===== config.mk =====
export PLATFORM = sky130hd
export DESIGN_NAME = uart_tx_frame_engine_flat
export DESIGN_NICKNAME = d
export VERILOG_FILES = /design/src/rtl/uart_tx_frame_engine_if.sv /design/src/rtl/uart_tx_frame_engine.sv /design/src/flat_wrapper.sv
export SDC_FILE = /design/constraint.sdc
export NUM_CORES = 1
export LEC_CHECK = 0
export ABC_AREA = 1
export BUFFER_PORTS_ARGS = -buffer_cell sky130_fd_sc_hd__buf_2
export CORE_MARGIN = 2
export CORE_UTILIZATION = 50
export DETAILED_ROUTE_END_ITERATION = 6
export PLACE_DENSITY = 0.7
export SLEW_MARGIN = 10
export SYNTH_ARGS = -nofsm -noshare
export SYNTH_HDL_FRONTEND = slang
export SYNTH_SLANG_ARGS = --single-unit

===== constraint.sdc =====
create_clock -name clk -period 3.8 [get_ports clk]
set_clock_uncertainty 0.1 [all_clocks]
set_input_delay 0.38 -clock clk [delete_from_list [all_inputs] [get_ports clk]]
set_output_delay 0.38 -clock clk [all_outputs]
set_load 0.05 [all_outputs]

===== src/rtl/uart_tx_frame_engine_if.sv =====
// rtl/uart_tx_frame_engine_if.sv - handshake/serial signal bundle for uart_tx_frame_engine
// Purpose: groups the start strobe, the memory byte handshake and the serial/status outputs.
// Signals:
//   iSTART     start pulse (master -> engine)
//   iTX_DATA   byte from the TX text memory (master -> engine)
//   oTX_REQ    byte request strobe (engine -> master)
//   oFINISH    end-of-message strobe (engine -> master)
//   oTXD       serial line, idle high (engine -> master)
//   oBUSY      engine not idle (engine -> master)
//   oBYTE_CNT  bytes sent in current/last message (engine -> master)
interface uart_tx_frame_engine_if;
  logic       iSTART;
  logic [7:0] iTX_DATA;
  logic       oTX_REQ;
  logic       oFINISH;
  logic       oTXD;
  logic       oBUSY;
  logic [7:0] oBYTE_CNT;

  modport master (
    output iSTART, iTX_DATA,
    input  oTX_REQ, oFINISH, oTXD, oBUSY, oBYTE_CNT
  );

  modport slave (
    input  iSTART, iTX_DATA,
    output oTX_REQ, oFINISH, oTXD, oBUSY, oBYTE_CNT
  );
endinterface


===== src/rtl/uart_tx_frame_engine.sv =====
// rtl/uart_tx_frame_engine.sv - fetches bytes from the TX memory and serializes them onto TXD
// Purpose: requests one byte at a time from the TX text memory and sends each as an 8N1 frame
//   (8E1 when UART_TX_PARITY_EN is defined). A message ends on 0x0A (sent), 0xFF (not sent)
//   or after MAX_BYTES bytes; oFINISH then pulses to rewind the memory.
// Parameters: CLK_HZ, BAUD (DIV = CLK_HZ/BAUD clocks per bit, DIV >= 4), MAX_BYTES (1..255).
// Ports:
//   clk    system clock
//   reset  asynchronous, active-low reset
//   bus    uart_tx_frame_engine_if.slave: iSTART, iTX_DATA in; oTX_REQ, oFINISH, oTXD,
//          oBUSY, oBYTE_CNT out (all outputs registered)
// Configuration macro: UART_TX_PARITY_EN (adds an even-parity bit between data and stop).
module uart_tx_frame_engine #(
  parameter int CLK_HZ    = 50_000_000,
  parameter int BAUD      = 115_200,
  parameter int MAX_BYTES = 64
) (
  input logic                   clk,
  input logic                   reset,
  uart_tx_frame_engine_if.slave bus
);

  localparam int DIV = CLK_HZ / BAUD;
  localparam int CW  = $clog2(DIV);
  localparam logic [CW-1:0] LAST_TICK = CW'(DIV - 1);
  localparam logic [7:0]    MAX_CNT   = 8'(MAX_BYTES);

  typedef enum logic [3:0] {
    stIdle, stReq, stWait, stLoad, stStart, stData, stStop, stDone
`ifdef UART_TX_PARITY_EN
    , stParity
`endif
  } stateT;

  stateT         state;
  logic [CW-1:0] baudCnt;
  logic [2:0]    bitIdx;
  logic [7:0]    txByte;

  wire bitEnd = (baudCnt == LAST_TICK);

  // Outputs are registered and updated on the transition into a state, so each output
  // lines up exactly with the state it belongs to (oTXD=0 starts the cycle after LOAD).
  always_ff @(posedge clk or negedge reset) begin
    if (!reset) begin
      state         <= stIdle;
      baudCnt       <= '0;
      bitIdx        <= '0;
      txByte        <= '0;
      bus.oTXD      <= 1'b1;
      bus.oTX_REQ   <= 1'b0;
      bus.oFINISH   <= 1'b0;
      bus.oBUSY     <= 1'b0;
      bus.oBYTE_CNT <= '0;
    end else begin
      bus.oTX_REQ <= 1'b0;
      bus.oFINISH <= 1'b0;
      case (state)
        stIdle: begin
          if (bus.iSTART) begin
            state         <= stReq;
            bus.oTX_REQ   <= 1'b1;
            bus.oBUSY     <= 1'b1;
            bus.oBYTE_CNT <= '0;
          end
        end
        stReq:  state <= stWait;
        // Memory output is edge-clocked off oTX_REQ; give it a cycle to settle.
        stWait: state <= stLoad;
        stLoad: begin
          if (bus.iTX_DATA == 8'hFF) begin
            state       <= stDone;
            bus.oFINISH <= 1'b1;
          end else begin
            state         <= stStart;
            txByte        <= bus.iTX_DATA;
            bus.oBYTE_CNT <= bus.oBYTE_CNT + 8'd1;
            bus.oTXD      <= 1'b0;
            baudCnt       <= '0;
          end
        end
        stStart: begin
          if (bitEnd) begin
            state    <= stData;
            baudCnt  <= '0;
            bitIdx   <= '0;
            bus.oTXD <= txByte[0];
          end else begin
            baudCnt <= baudCnt + 1'b1;
          end
        end
        stData: begin
          if (bitEnd) begin
            baudCnt <= '0;
            if (bitIdx == 3'd7) begin
`ifdef UART_TX_PARITY_EN
              state    <= stParity;
              bus.oTXD <= ^txByte;
`else
              state    <= stStop;
              bus.oTXD <= 1'b1;
`endif
            end else begin
              bitIdx   <= bitIdx + 3'd1;
              bus.oTXD <= txByte[bitIdx + 3'd1];
            end
          end else begin
            baudCnt <= baudCnt + 1'b1;
          end
        end
`ifdef UART_TX_PARITY_EN
        stParity: begin
          if (bitEnd) begin
            state    <= stStop;
            baudCnt  <= '0;
            bus.oTXD <= 1'b1;
          end else begin
            baudCnt <= baudCnt + 1'b1;
          end
        end
`endif
        stStop: begin
          if (bitEnd) begin
            baudCnt <= '0;
            if (txByte == 8'h0A || bus.oBYTE_CNT == MAX_CNT) begin
              state       <= stDone;
              bus.oFINISH <= 1'b1;
            end else begin
              state       <= stReq;
              bus.oTX_REQ <= 1'b1;
            end
          end else begin
            baudCnt <= baudCnt + 1'b1;
          end
        end
        stDone: begin
          state     <= stIdle;
          bus.oBUSY <= 1'b0;
        end
        default: begin
          state     <= stIdle;
          bus.oBUSY <= 1'b0;
          bus.oTXD  <= 1'b1;
        end
      endcase
    end
  end

endmodule


===== src/flat_wrapper.sv =====
// flat-port wrapper written by rule: the top's interface ports become plain ports
module uart_tx_frame_engine_flat 
#(
  parameter int CLK_HZ    = 50_000_000,
  parameter int BAUD      = 115_200,
  parameter int MAX_BYTES = 64
)
  (clk, reset, bus_iSTART, bus_iTX_DATA, bus_oTX_REQ, bus_oFINISH, bus_oTXD, bus_oBUSY, bus_oBYTE_CNT);
  uart_tx_frame_engine_if bus_i ();
  input logic clk;
  input logic reset;
  input wire logic [$bits(bus_i.iSTART)-1:0] bus_iSTART;
  input wire logic [$bits(bus_i.iTX_DATA)-1:0] bus_iTX_DATA;
  output wire logic [$bits(bus_i.oTX_REQ)-1:0] bus_oTX_REQ;
  output wire logic [$bits(bus_i.oFINISH)-1:0] bus_oFINISH;
  output wire logic [$bits(bus_i.oTXD)-1:0] bus_oTXD;
  output wire logic [$bits(bus_i.oBUSY)-1:0] bus_oBUSY;
  output wire logic [$bits(bus_i.oBYTE_CNT)-1:0] bus_oBYTE_CNT;
  assign bus_i.iSTART = bus_iSTART;
  assign bus_i.iTX_DATA = bus_iTX_DATA;
  assign bus_oTX_REQ = bus_i.oTX_REQ;
  assign bus_oFINISH = bus_i.oFINISH;
  assign bus_oTXD = bus_i.oTXD;
  assign bus_oBUSY = bus_i.oBUSY;
  assign bus_oBYTE_CNT = bus_i.oBYTE_CNT;
  uart_tx_frame_engine #(.CLK_HZ(CLK_HZ), .BAUD(BAUD), .MAX_BYTES(MAX_BYTES)) u_core (.clk(clk), .reset(reset), .bus(bus_i));
endmodule

# Word level (Yosys, flattened, before mapping)
# Index checks and enable logic that the tools add are counted.
dict set report word_totals {
  word_cells 85
  reg_bits 36
  in_bits 11
  out_inout_bits 12
}
dict set report classes {
  addsub 3
  reduce_logical 15
  eq_ne 19
  mux 35
  n_lt_le_gt_ge 1
  bitwise_logic 3
}
# op count
set op_table {}
lappend op_table {{$pmux 4 s7} 1}
lappend op_table {{$mux 4} 5}
lappend op_table {{$mux 9} 2}
lappend op_table {{$pmux 9 s2} 1}
lappend op_table {{$eq 4x3->1 const B} 4}
lappend op_table {{$mux 8} 2}
lappend op_table {{$pmux 8 s2} 1}
lappend op_table {{$mux 1} 12}
lappend op_table {{$mux 3} 4}
lappend op_table {{$add 9x1->9 const B} 1}
lappend op_table {{$eq 9x9->1 const B} 1}
lappend op_table {{$add 8x1->8 const B} 1}
lappend op_table {{$eq 4x2->1 const B} 2}
lappend op_table {{$eq 8x4->1 const B} 1}
lappend op_table {{$eq 8x7->1 const B} 1}
lappend op_table {{$eq 8x8->1 const B} 1}
lappend op_table {{$ne 2x1->1 const B} 4}
lappend op_table {{$reduce_and 4->1} 2}
lappend op_table {{$ne 2x2->1 const B} 3}
lappend op_table {{$pmux 1 s2} 3}
lappend op_table {{$pmux 3 s2} 1}
lappend op_table {{$reduce_and 2->1} 3}
lappend op_table {{$reduce_bool 2->1} 3}
lappend op_table {{$reduce_or 6->1} 1}
lappend op_table {{14 further kinds} 16}

# Logic depth before layout (Yosys ltp)
dict set report logic_depth {
  ltp_word 6
  ltp_mapped 11
  ltp_nobuf 11
}

# Worst setup path after synthesis
# Ideal clock, no wire load.
dict set report synth_path {
  path_type {reg2reg}
  start {register u_core.bus.oBYTE_CNT[0]}
  end {register u_core.bus.oBYTE_CNT[7]}
  setup_slack_ps 2233
  period_less_slack_ps 1567
  required_ps 3582
  path_buffers 0
  path_stages_with_launch 7
  arrival_time_ps 1349
  setup_ps 118
  path_cell_list {dfrtp_1 -> nand3_1 -> nor2_1 -> nand3_1 -> nor2_1 -> xor2_1 -> nor2_1}
}
dict set report synth_between {
  elab_chain_cells 3
}
# element line
set synth_lines {}
lappend synth_lines {{start, declared} uart_tx_frame_engine_if.sv:27} ;# output oTX_REQ, oFINISH, oTXD, oBUSY, oBYTE_CNT
lappend synth_lines {{start signal, assigned} uart_tx_frame_engine.sv:76} ;# bus.oBYTE_CNT <= bus.oBYTE_CNT + 8'd1;
lappend synth_lines {{$add 8x1->8} uart_tx_frame_engine.sv:76}
lappend synth_lines {{$mux 8} uart_tx_frame_engine.sv:70} ;# if (bus.iTX_DATA == 8'hFF) begin
lappend synth_lines {{$pmux 8 s2} uart_tx_frame_engine.sv:57} ;# case (state)
# No other way between the ends. The select of a mux whose other input is x is not followed.
# A chain may end at the register's enable or synchronous reset.

# Worst setup path in the final report
dict set report layout_path {
  start {register u_core.state[1]}
  end {register u_core.bus.oBYTE_CNT[7]}
}
dict set report layout_between {
  elab_chain_cells 3
  elab_cells_between_ends 7
  classes_between {eq/ne: 3; mux: 1; reduce/logical: 3}
}
# element line
set layout_lines {}
lappend layout_lines {{start, declared} uart_tx_frame_engine.sv:34} ;# stateT state;
lappend layout_lines {{start signal, assigned} uart_tx_frame_engine.sv:45} ;# state <= stIdle;
lappend layout_lines {{start signal, assigned} uart_tx_frame_engine.sv:60} ;# state <= stReq;
lappend layout_lines {{start signal, assigned} uart_tx_frame_engine.sv:66} ;# stReq: state <= stWait;
lappend layout_lines {{$eq 4x2->1 / $logic_not 4->1 (equally long branches)} uart_tx_frame_engine.sv:57}
lappend layout_lines {{$ne 2x2->1 (no source line) / $reduce_bool 2->1 (equally long branches)} -}
lappend layout_lines {{$reduce_and 3->1 (no source line)} -}
# Parallel ways exist; a longest one is shown, timed or not.

==> out/metrics.cfg <==
[worst_setup_path]
startpoint=u_core.state[1]
path_max_fanout=20
r2r_slack_ns=2.05
worstReg2RegStart=u_core.state[1]
cp-start-kind=flop
arrival_ns=1.82
reg2regPathDepth=6
path_class=reg2reg
worstPathRequired_ns=3.88
crit_path_end_kind=flop
rr_endpoint=u_core.bus.oBYTE_CNT[7]
endpoint=u_core.bus.oBYTE_CNT[7]

[clock_network]
cts_resized=0
ctsHoldBuffers=0
postCtsSetupBuffers=0
htree_levels=2
clockBufferDepth=2
cts_buffers=5
cts_num_sinks=35
clk_pin_slew_ns=0.08
clk_latency_ns=0.29
cts-root-buf=clkbuf_8
cts_tree=done

[sta]
hold_viol=0
relSlewSlack_pct=49.4
setup_violations=0
max_freq_mhz=573
fin_crit_sh_pct=46.0
min_period_ns=1.75
tns_ns=0
slew_violations=0
rsz0062_at_grt=false
tightest_slew_ns=0.758

[route]
vias=1683
antenna_left=0
routed_via_density=5.21
dr.pass1.iters=5
wl_met1_um=1860
wl_um=4020
highest_layer=met4
drc=0
post_drt_wl_per_cell_um=12.5
wl_met2_um=1970
dr_wl_met3_um=151
first_iter_violations=121

[synth]
synthCells=247
ys_top_cells_by_count=nand2_1, dfrtp_1, inv_1, nand3_1, nor2_1
yosys_register_bits=35
netlist.area_leader.share_pct=43.3
synthArstFlopShare_pct=100
ys_types=27
synthTopCellsByArea=dfrtp_1, nand2_1, nand3_1
synth_most_common_cell=nand2_1
synth_top_area_cell=dfrtp_1
seq_area_frac_synth_pct=44.6
avgSynthCellArea_um2=7.95
ys.flop_type=dfrtp_1
synth_nets=264
synthesis.area_mm2=0.00196
yosysWarnings=0
synth_edf_count=0

[pwr]
p_leak_nw=1.13
power-per-cell-area_mw_per_mm2=350
vdd_drop_max_uv=237
p_total_mw=0.788

[grt]
grt_start_max_net_pins=36
grt_antenna_before_repair=0
grt_pass1_wl_um=7180
overflow=0
grt.total_usage_pct=21.2
grt_pass1_vias=1666

[hold_path]
hp-class=in2async

[cells_and_area]
diodes=0
area_growth_pct=14.5
layout.nets=291
drive_above_1_share_pct=17.8
fill_cells=362

[run_status]
status=completed

[floorplan]
die-area_mm2=0.00445
die_h_um=66.7
die_w_um=66.7
core_mm2=0.00372
initial_core_util_pct=52.9
rows=22
ios=23

[place]
routabilityCongestion=0.819
hpwl_um=2970
port_buffers=22

[flow_run]
cap_violations=0

-- cell usage in the layout, fill, tap and decap left out, drive strengths merged --
| cell type | count |
|---|---|
| a21oi | 6 |
| nand4 | 6 |
| o211ai | 2 |
| o31ai | 2 |
| clkinvlp | 1 |
| dfrtp | 34 |
| nor3 | 4 |
| buf | 22 |
| o21ai | 20 |
| inv | 33 |
| bufinv | 2 |
| nand2 | 63 |
| o22ai | 2 |
| nand3 | 25 |
| ha | 6 |
| nor2 | 26 |
| xor2 | 3 |
| mux2 | 8 |
| a31o | 1 |
| clkbuf | 5 |
| and2 | 1 |
| nor3b | 2 |
| dfstp | 1 |
-- per-stage QoR --
stage          worst slack, ns  utilization (%)  cell area (um2)  instances  hold slack (ns)
3_5_place_dp              2.02             56.8             2110        315            0.396
6_report                  2.05             60.5             2250        323           0.0603
3_3_place_gp              2.05             56.8             2110        315            0.384
2_1_floorplan             2.23                -             1960        247          -0.0156
5_1_grt                   1.88             60.5             2250        323            0.152
4_1_cts                   2.04             60.5             2250        323            0.100
-- worst min-delay path by stage --
stage | start | end | slack [ns] | cells after the start
floorplan | reset | u_core.baudCnt[0] | -0.02 | 0
global placement | u_core.bitIdx[1] | u_core.bitIdx[1] | 0.38 | 2
finish | reset | u_core.txByte[4] | 0.06 | 1
CTS | reset | u_core.txByte[7] | 0.1 | 1
global route | reset | u_core.txByte[4] | 0.15 | 1
detailed placement | u_core.bitIdx[2] | u_core.bitIdx[2] | 0.40 | 2
-- cell families after synthesis --
kind of cell,count (synthesis),share of synthesized area [%]
buffers and inverters,35,7.45
xor gates and xnor gates,3,1.34
muxes,8,4.59
AOI/OAI and AO/OA,33,9.23
and+or+nand+nor,127,28.9
adders and majority gates,6,3.82
DFF,35,44.7
-- layer usage --
metal | vias to the layer above | global-route usage [%]
li1 | 866 | -
met1 | 785 | 26.7
met2 | 28 | 36.8
met3 | 4 | 4.39
met4 | 0 | 5.87
met5 | - | 0
-- worst max-delay path: stages (launching register included) --
cell,delay (ns)
dfrtp_1,0.45
nand2_2,0.14
nor2_4,0.19
nand2_2,0.30
nor2_1,0.24
xor2_1,0.17
nor2_1,0.05
-- sequential cells by signal, summed over array words and instances, names as in the netlist --
| name | cells |
|---|---|
| u_core.bus.oFINISH | 1 |
| u_core.bus.oTX_REQ | 1 |
| u_core.bus.oBUSY | 1 |
| u_core.bus.oBYTE_CNT | 8 |
| u_core.state | 3 |
| u_core.bus.oTXD | 1 |
| u_core.bitIdx | 3 |
| u_core.baudCnt | 9 |
| u_core.txByte | 8 |
-- power by group --
part           total (mW)  internal (mW)  switching [mW]
sequential          0.372          0.372               0
clock               0.401          0.262           0.139
combinational      0.0148        0.00440          0.0104
total               0.788          0.638           0.149
-- final cells by class --
cell class              count  area [um2]  share of cell area, %
clock buffers               5        68.8                   3.06
repair buffers             22         110                   4.90
clock inverters             3        67.6                   3.01
well taps                  48        60.1                   2.67
inverters                  33         124                   5.51
flip-flops and latches     35         877                   39.0
multi-input cells         177         941                   41.8
Note: power is estimated with default switching activity, not from simulation.
